**src/rtl/fp16_pkg.sv**
```systemverilog
// fp16_pkg: shared FP16 types, FSM states and helpers for the sequential float adder.
package fp16_pkg;

    typedef struct packed {
        logic       sign;
        logic [4:0] exp;
        logic [9:0] frac;
    } fp16_t;

    typedef enum logic [3:0] {
        S_IDLE, S_RD, S_UNPACK, S_ALIGN, S_ADD, S_NORM, S_PACK, S_WR, S_DONE
    } fas_state_t;

    localparam int          FP16_BIAS   = 15;
    localparam logic [15:0] FP16_MAXFIN = 16'h7BFF;

    // A mantissa needs work if it carried into bit 11, or lacks its hidden bit while exp can still drop.
    function automatic logic needs_norm(input logic [11:0] m, input logic [5:0] e);
        return m[11] || (!m[10] && e > 6'd1);
    endfunction

endpackage

```
**src/rtl/fp16_norm.sv**
```systemverilog
// fp16_norm: one normalization step on a 12-bit mantissa/exponent pair.
module fp16_norm
    import fp16_pkg::*;
(
    input  logic [11:0] mant_i,
    input  logic [5:0]  exp_i,
    output logic [11:0] mant_o,
    output logic [5:0]  exp_o,
    output logic        finished_o
);

    always_comb begin
        mant_o = mant_i;
        exp_o  = exp_i;
        if (mant_i[11]) begin
            mant_o = mant_i >> 1;
            exp_o  = exp_i + 6'd1;
        end else if (!mant_i[10] && exp_i > 6'd1) begin
            mant_o = mant_i << 1;
            exp_o  = exp_i - 6'd1;
        end
        finished_o = !needs_norm(mant_o, exp_o);
    end

endmodule

```
**src/rtl/fltadd_seq.sv**
```systemverilog
// fltadd_seq: multi-cycle FP16 adder that reads its operands from and writes its
// result to a byte-wide data memory, truncating at every step.
module fltadd_seq
    import fp16_pkg::*;
#(
    parameter logic [7:0]  OP_BASE   = 8'd128,
    parameter logic [7:0]  RES_BASE  = 8'd132,
    parameter int unsigned MAX_ALIGN = 12
) (
    input  logic       clk,
    input  logic       reset,
    input  logic       start,
    output logic [7:0] mem_addr,
    output logic       mem_we,
    output logic [7:0] mem_wdata,
    input  logic [7:0] mem_rdata,
    output logic       busy,
    output logic       done
);

    fas_state_t  state_q, state_d;
    logic [3:0]  cnt_q, cnt_d;
    logic [31:0] op_q, op_d;
    logic        a_sign_q, a_sign_d, b_sign_q, b_sign_d;
    logic [5:0]  a_exp_q, a_exp_d, b_exp_q, b_exp_d;
    logic [11:0] a_mant_q, a_mant_d, b_mant_q, b_mant_d;
    logic [15:0] res_q, res_d;

    fp16_t       x, y;
    logic [11:0] xm, ym, sum, n_mant;
    logic [5:0]  n_exp;
    logic        n_fin, swap;
    logic [4:0]  pack_exp;

    assign x        = op_q[31:16];
    assign y        = op_q[15:0];
    assign xm       = {1'b0, |x.exp, x.frac};
    assign ym       = {1'b0, |y.exp, y.frac};
    assign swap     = {y.exp, ym} > {x.exp, xm};
    assign sum      = (a_sign_q == b_sign_q) ? a_mant_q + b_mant_q : a_mant_q - b_mant_q;
    // A mantissa with its hidden bit set at raw exponent 0 has reached the smallest normal.
    assign pack_exp = (a_exp_q == 6'd0) ? 5'd1 : a_exp_q[4:0];

    fp16_norm u_norm (
        .mant_i    (a_mant_q),
        .exp_i     (a_exp_q),
        .mant_o    (n_mant),
        .exp_o     (n_exp),
        .finished_o(n_fin)
    );

    assign busy      = state_q != S_IDLE && state_q != S_DONE;
    assign done      = state_q == S_DONE;
    assign mem_we    = state_q == S_WR;
    assign mem_addr  = (state_q == S_RD && cnt_q < 4'd4) ? OP_BASE + {4'd0, cnt_q} :
                       mem_we ? RES_BASE + {4'd0, cnt_q} : 8'd0;
    assign mem_wdata = mem_we ? (cnt_q[0] ? res_q[7:0] : res_q[15:8]) : 8'd0;

    always_comb begin
        state_d  = state_q;
        cnt_d    = cnt_q;
        op_d     = op_q;
        a_sign_d = a_sign_q;
        a_exp_d  = a_exp_q;
        a_mant_d = a_mant_q;
        b_sign_d = b_sign_q;
        b_exp_d  = b_exp_q;
        b_mant_d = b_mant_q;
        res_d    = res_q;
        case (state_q)
            S_IDLE: begin
                cnt_d = 4'd0;
                if (start) state_d = S_RD;
            end
            S_RD: begin
                // Read data lags the address by a cycle, so byte k lands during count k+1.
                cnt_d = cnt_q + 4'd1;
                if (cnt_q != 4'd0) op_d = {op_q[23:0], mem_rdata};
                if (cnt_q == 4'd4) begin
                    cnt_d   = 4'd0;
                    state_d = S_UNPACK;
                end
            end
            S_UNPACK: begin
                {a_sign_d, a_exp_d, a_mant_d, b_sign_d, b_exp_d, b_mant_d} = swap ?
                    {y.sign, 1'b0, y.exp, ym, x.sign, 1'b0, x.exp, xm} :
                    {x.sign, 1'b0, x.exp, xm, y.sign, 1'b0, y.exp, ym};
                cnt_d   = 4'd0;
                state_d = (x.exp == y.exp) ? S_ADD : S_ALIGN;
            end
            S_ALIGN: begin
                b_mant_d = b_mant_q >> 1;
                b_exp_d  = b_exp_q + 6'd1;
                cnt_d    = cnt_q + 4'd1;
                if (b_exp_d == a_exp_q) begin
                    state_d = S_ADD;
                end else if (cnt_d == 4'(MAX_ALIGN)) begin
                    b_mant_d = 12'd0;
                    state_d  = S_ADD;
                end
            end
            S_ADD: begin
                a_mant_d = sum;
                if (sum == 12'd0) begin
                    a_sign_d = 1'b0;
                    a_exp_d  = 6'd0;
                    state_d  = S_PACK;
                end else begin
                    state_d = needs_norm(sum, a_exp_q) ? S_NORM : S_PACK;
                end
            end
            S_NORM: begin
                a_mant_d = n_mant;
                a_exp_d  = n_exp;
                if (n_fin) state_d = S_PACK;
            end
            S_PACK: begin
                res_d   = (a_exp_q > 6'd30) ? {a_sign_q, FP16_MAXFIN[14:0]} :
                          {a_sign_q, a_mant_q[10] ? pack_exp : 5'd0, a_mant_q[9:0]};
                cnt_d   = 4'd0;
                state_d = S_WR;
            end
            S_WR: begin
                cnt_d = cnt_q + 4'd1;
                if (cnt_q == 4'd1) state_d = S_DONE;
            end
            S_DONE: begin
                if (!start) state_d = S_IDLE;
            end
            default: state_d = S_IDLE;
        endcase
    end

    always_ff @(posedge clk) begin
        if (!reset) begin
            state_q  <= S_IDLE;
            cnt_q    <= 4'd0;
            op_q     <= 32'd0;
            a_sign_q <= 1'b0;
            a_exp_q  <= 6'd0;
            a_mant_q <= 12'd0;
            b_sign_q <= 1'b0;
            b_exp_q  <= 6'd0;
            b_mant_q <= 12'd0;
            res_q    <= 16'd0;
        end else begin
            state_q  <= state_d;
            cnt_q    <= cnt_d;
            op_q     <= op_d;
            a_sign_q <= a_sign_d;
            a_exp_q  <= a_exp_d;
            a_mant_q <= a_mant_d;
            b_sign_q <= b_sign_d;
            b_exp_q  <= b_exp_d;
            b_mant_q <= b_mant_d;
            res_q    <= res_d;
        end
    end

endmodule

```
**config.mk**
```make
export PLATFORM = sky130hd
export DESIGN_NAME = fltadd_seq
export DESIGN_NICKNAME = d
export VERILOG_FILES = /design/src/rtl/fp16_pkg.sv /design/src/rtl/fp16_norm.sv /design/src/rtl/fltadd_seq.sv
export SDC_FILE = /design/constraint.sdc
export NUM_CORES = 1
export LEC_CHECK = 0
export BUFFER_PORTS_ARGS = -buffer_cell sky130_fd_sc_hd__buf_2
export CORE_ASPECT_RATIO = 1.4
export CORE_UTILIZATION = 34
export CTS_CLUSTER_SIZE = 25
export DETAILED_ROUTE_END_ITERATION = 6
export SLEW_MARGIN = 15
export SYNTH_ARGS = -nofsm -noshare
export SYNTH_HDL_FRONTEND = slang
export SYNTH_HIERARCHICAL = 1
export SYNTH_SLANG_ARGS = --single-unit
```
**constraint.sdc**
```tcl
create_clock -name clk -period 4.4 [get_ports clk]
set_input_delay 0.66 -clock clk [delete_from_list [all_inputs] [get_ports clk]]
set_output_delay 0.66 -clock clk [all_outputs]
set_load 0.005 [all_outputs]
```
==> metrics.md <==
| Metric | Value |
|---|---|
| Die Wd | `122 microns` |
| Crit Path Class | `flip-flop to flip-flop` |
| Yosys cell types | `92` |
| Hold Crit Class | `flip-flop to flip-flop` |
| Fin crit share | `between 80% and 90%` |
| Pleak | `slightly below 3 nW` |
| Total negative slack | `0 ns` |
| Starting DRT DRC Count | `400` |
| Fin nets | `930` |
| # port buffers | `27` |
| Clock buffer count from CTS | `9` |
| Post-synth EDFFs | `0` |
| Fraction of registers with async set/reset | `0%` |
| R2R Path Start | `a_sign_q` |
| Layout Skew | `approximately 0.010 ns` |
| Pins Over Slew Limit | `0` |
| Placer Congestion | `0.860` |
| DRC Markers | `0` |
| Initial antenna violation count | `1` |
| DR vias | `6236` |
| Yosys warnings | `6` |
| Sequential power share | `29.6%` |
| Final Hold Fails | `0` |
| Root buf cell | `clkbuf_16` |
| Slew @ Worst Pin | `about 1.1 ns` |
| Time the worst path needs with I/O delays and setup | `roughly 3.9 ns` |
| Crit path from | `a_sign_q` |
| Syn avg cell area | `a little under 8 sq um` |
| Reg2reg setup slack | `approximately 0.54 ns` |
| Post-CTS setup repair buffer count | `0` |
| Critical Path RT | `4.61 ns` |
| Seq/Total Area, Yosys | `between 20% and 30%` |
| Worst Setup Start Kind | `flip-flop` |
| First-pass GRT wire length | `between 30 and 40 mm` |
| Vias in the first global route | `~6000` |
| Layout cells sized above 1 | `14.3%` |
| Post-Syn Area | `approximately 6900 sq um` |
| Outcome | `complete, no violations` |
| Post-DP HPWL | `roughly 14 mm` |
| CTS clk-pin slew, worst paths | `roughly 0.07 ns` |
| Largest net degree at the start of global routing | `just over 40` |
| Fill count | `2076` |
| Sw Pwr | `approximately 0.0018 W` |
| Synthesized instance count | `roughly 880` |
| Clock Latency Late Sink | `0.36 ns` |
| Comb pwr share | `49.3%` |
| Gr usage total | `around 19%` |
| #FFs+latches synth | `between 90 and 100` |
| Worst vdd ir | `between 0.2 and 0.25 mV` |
| Die Height | `171 microns` |
| Clk network pwr share | `about a fifth` |
| Clk sinks | `just over 90` |
| Hold_buf cts | `0` |
| Crit Path Max Fanout | `11` |
| WHS Endpoint | `res_q[15]` |
| Power Internal | `0.00218 W` |
| Detail Route Antenna Nets | `0` |
| Detailed Route WL | `19.3 mm` |
| Antenna fix cells | `0` |
| CTS resizes | `0` |
| Flip-flop and latch area | `about 1900 sq um` |
| Multi-input logic area | `approximately 4600 sq um` |
| Unrepaired setup endpoints after global routing | `false` |
| Fmax achieved | `between 200 and 300 MHz` |
| Bufs on Longest Clock Path | `2` |
| Via density | `between 5 and 6` |
| Pre-antenna DRT Iters | `5` |
| Die Area | `20900 sq um` |
| Initial core utilization | `34.8%` |
| Core Footprint | `a little under 20000 sq um` |
| Reg2Reg Depth | `11` |
| Hold path depth | `2` |
| Worst setup EP type | `flip-flop` |
| Pre-CTS WS | `roughly 0.59 ns` |
| Grt ovf | `0` |
| H-tree Lvls | `3` |
| Final setup vio count | `0` |
| Final setup margin | `approximately 0.54 ns` |
| Worst R2R End | `a_sign_q` |
| Critical Path AT | `4.07 ns` |
| Area delta synth->final | `8.68%` |
| Max cap viols | `0` |
| Switch share | `between 40 and 50%` |
| Startpoint of the worst hold path | `res_q[15]` |
| Top Ports | `30` |
| Core Rows | `61` |
| CTS tree | `done` |
| Average routed wire per standard cell | `~17 microns` |
| Pwr/cell area | `525 nW/um^2` |
| Top_reg_cell synth | `dfxtp_1` |
| Rel. slew slack | `29.8%` |
-- cells by family (layout without fill, tap and decap cells) --
kind of cell / count (synthesis) / after routing / synth area share (%)
muxes: 54 / 54 / 8.74
adders and majority gates: 41 / 41 / 7.54
DFF: 93 / 93 / 27.0
xor gates and xnor gates: 24 / 24 / 3.15
other: 2 / 3 / 0.109
AOI/OAI and AO/OA: 266 / 266 / 26.4
buffers and inverters: 97 / 98 / 6.05
and+or+nand+nor: 304 / 304 / 21.0
-- critical path, cell delays in order, from the launching register on --
cell and delay [ns]:
dfxtp_1 0.34, xnor2_1 0.66, mux2_2 0.43, ha_1 0.31
a211oi_2 0.28, o211ai_1 0.15, a221oi_2 0.38, o21ai_2 0.13
nor4_4 0.44, nand3_1 0.16, o311ai_1 0.33, a21oi_1 0.11
-- cell type report --
type / instances / share of cell area (%)
clock inverter: 5 / 0.784
inverter: 44 / 2.20
tap: 252 / 4.20
multi-input combinational: 692 / 61.7
clock buffer: 11 / 3.37
timing repair buffer: 38 / 2.90
sequential: 93 / 24.8
-- cell usage after synthesis (4+ instances only) --
| library cell | number | area share (%) |
|---|---|---|
| inv_1 | 43 | 2.3 |
| a221oi_1 | 12 | 1.5 |
| nand4_1 | 6 | 0.54 |
| a211oi_1 | 8 | 0.87 |
| nand2b_1 | 5 | 0.45 |
| a211oi_2 | 6 | 1.1 |
| a22oi_1 | 5 | 0.54 |
| o211a_1 | 5 | 0.73 |
| a21o_1 | 6 | 0.65 |
| o211ai_1 | 6 | 0.65 |
| mux2_2 | 15 | 2.4 |
| nor3_1 | 14 | 1.0 |
| a21oi_1 | 92 | 6.7 |
| and3_1 | 6 | 0.54 |
| or3_1 | 8 | 0.73 |
| mux2_4 | 7 | 1.5 |
| o21ai_0 | 56 | 4.1 |
| nor2_1 | 78 | 4.2 |
| o21a_1 | 5 | 0.54 |
| nand2_1 | 124 | 6.7 |
| mux2_1 | 7 | 1.1 |
| o221a_2 | 11 | 1.8 |
| clkbuf_1 | 40 | 2.2 |
| dfxtp_1 | 93 | 27 |
| buf_4 | 4 | 0.44 |
| xor2_1 | 12 | 1.5 |
| nor2b_1 | 7 | 0.63 |
| nand3_1 | 16 | 1.2 |
| xnor2_1 | 11 | 1.4 |
| mux2i_1 | 25 | 3.6 |
| ha_1 | 40 | 7.3 |
| a31oi_1 | 7 | 0.63 |
| buf_2 | 4 | 0.29 |
| nand3b_1 | 5 | 0.54 |
| and2_1 | 6 | 0.54 |
-- layout by cell type, fill, tap and decap left out, drive strengths merged, types with 9 or more instances in the layout --
cell,instances
mux2,29
xnor2,12
inv,44
xor2,12
nand3,16
a221oi,14
dfxtp,93
mux2i,25
a211oi,14
o221a,11
o21ai,63
nand2,126
buf,38
nor3,18
ha,40
clkbuf,11
or3,9
nor2,78
a21oi,94
-- power by group through the flow --
stage | sequential (W) | clock, W | combinational, W
2_1_floorplan | 0.00106 | 0 | 0.00160
3_3_place_gp | 0.00118 | 0 | 0.00190
3_5_place_dp | 0.00118 | 0 | 0.00191
4_1_cts | 0.00116 | 0.000847 | 0.00193
5_1_grt | 0.00118 | 0.000880 | 0.00212
6_report | 0.00116 | 0.000834 | 0.00194
-- state kept, by name, summed over array words and instances, names as in the netlist --
register / flops
a_exp_q: 6
a_mant_q: 12
a_sign_q: 1
b_exp_q: 6
b_mant_q: 11
b_sign_q: 1
cnt_q: 4
op_q: 32
res_q: 16
state_q: 4
-- how the worst max path moves through the flow --
stage	to	slack (ns)	depth (start not counted)
4_1_cts	a_sign_q	0.58	11
5_1_grt	a_sign_q	0.34	11
2_1_floorplan	state_q[1]	1.12	13
3_3_place_gp	b_mant_q[0]	0.63	13
6_report	a_sign_q	0.54	11
3_5_place_dp	state_q[1]	0.59	12
-- per-stage QoR --
step / area (sq um) / std cells / power (W) / hold slack, ns / util (%)
CTS: 7500 / 1135 / 0.00394 / 0.464 / 37.8
finish: 7500 / 1135 / 0.00394 / 0.468 / 37.8
floorplan: 6910 / 882 / 0.00266 / 0.436 / -
global placement: 7190 / 1119 / 0.00308 / 0.448 / 36.2
global route: 7500 / 1135 / 0.00419 / 0.491 / 37.8
detailed placement: 7190 / 1119 / 0.00309 / 0.454 / 36.2
-- metal layers --
layer  share of wire, %  GRT usage [%]  routed length, microns  vias up
li1                   -              -                       -     3157
met1                 44           22.5                    8390     2934
met2                 50           34.1                    9670      117
met3                3.6           2.83                     694       28
met4                2.6           8.32                     506        0
met5                  0              0                       0        -
Note: power is estimated with default switching activity, not from simulation.
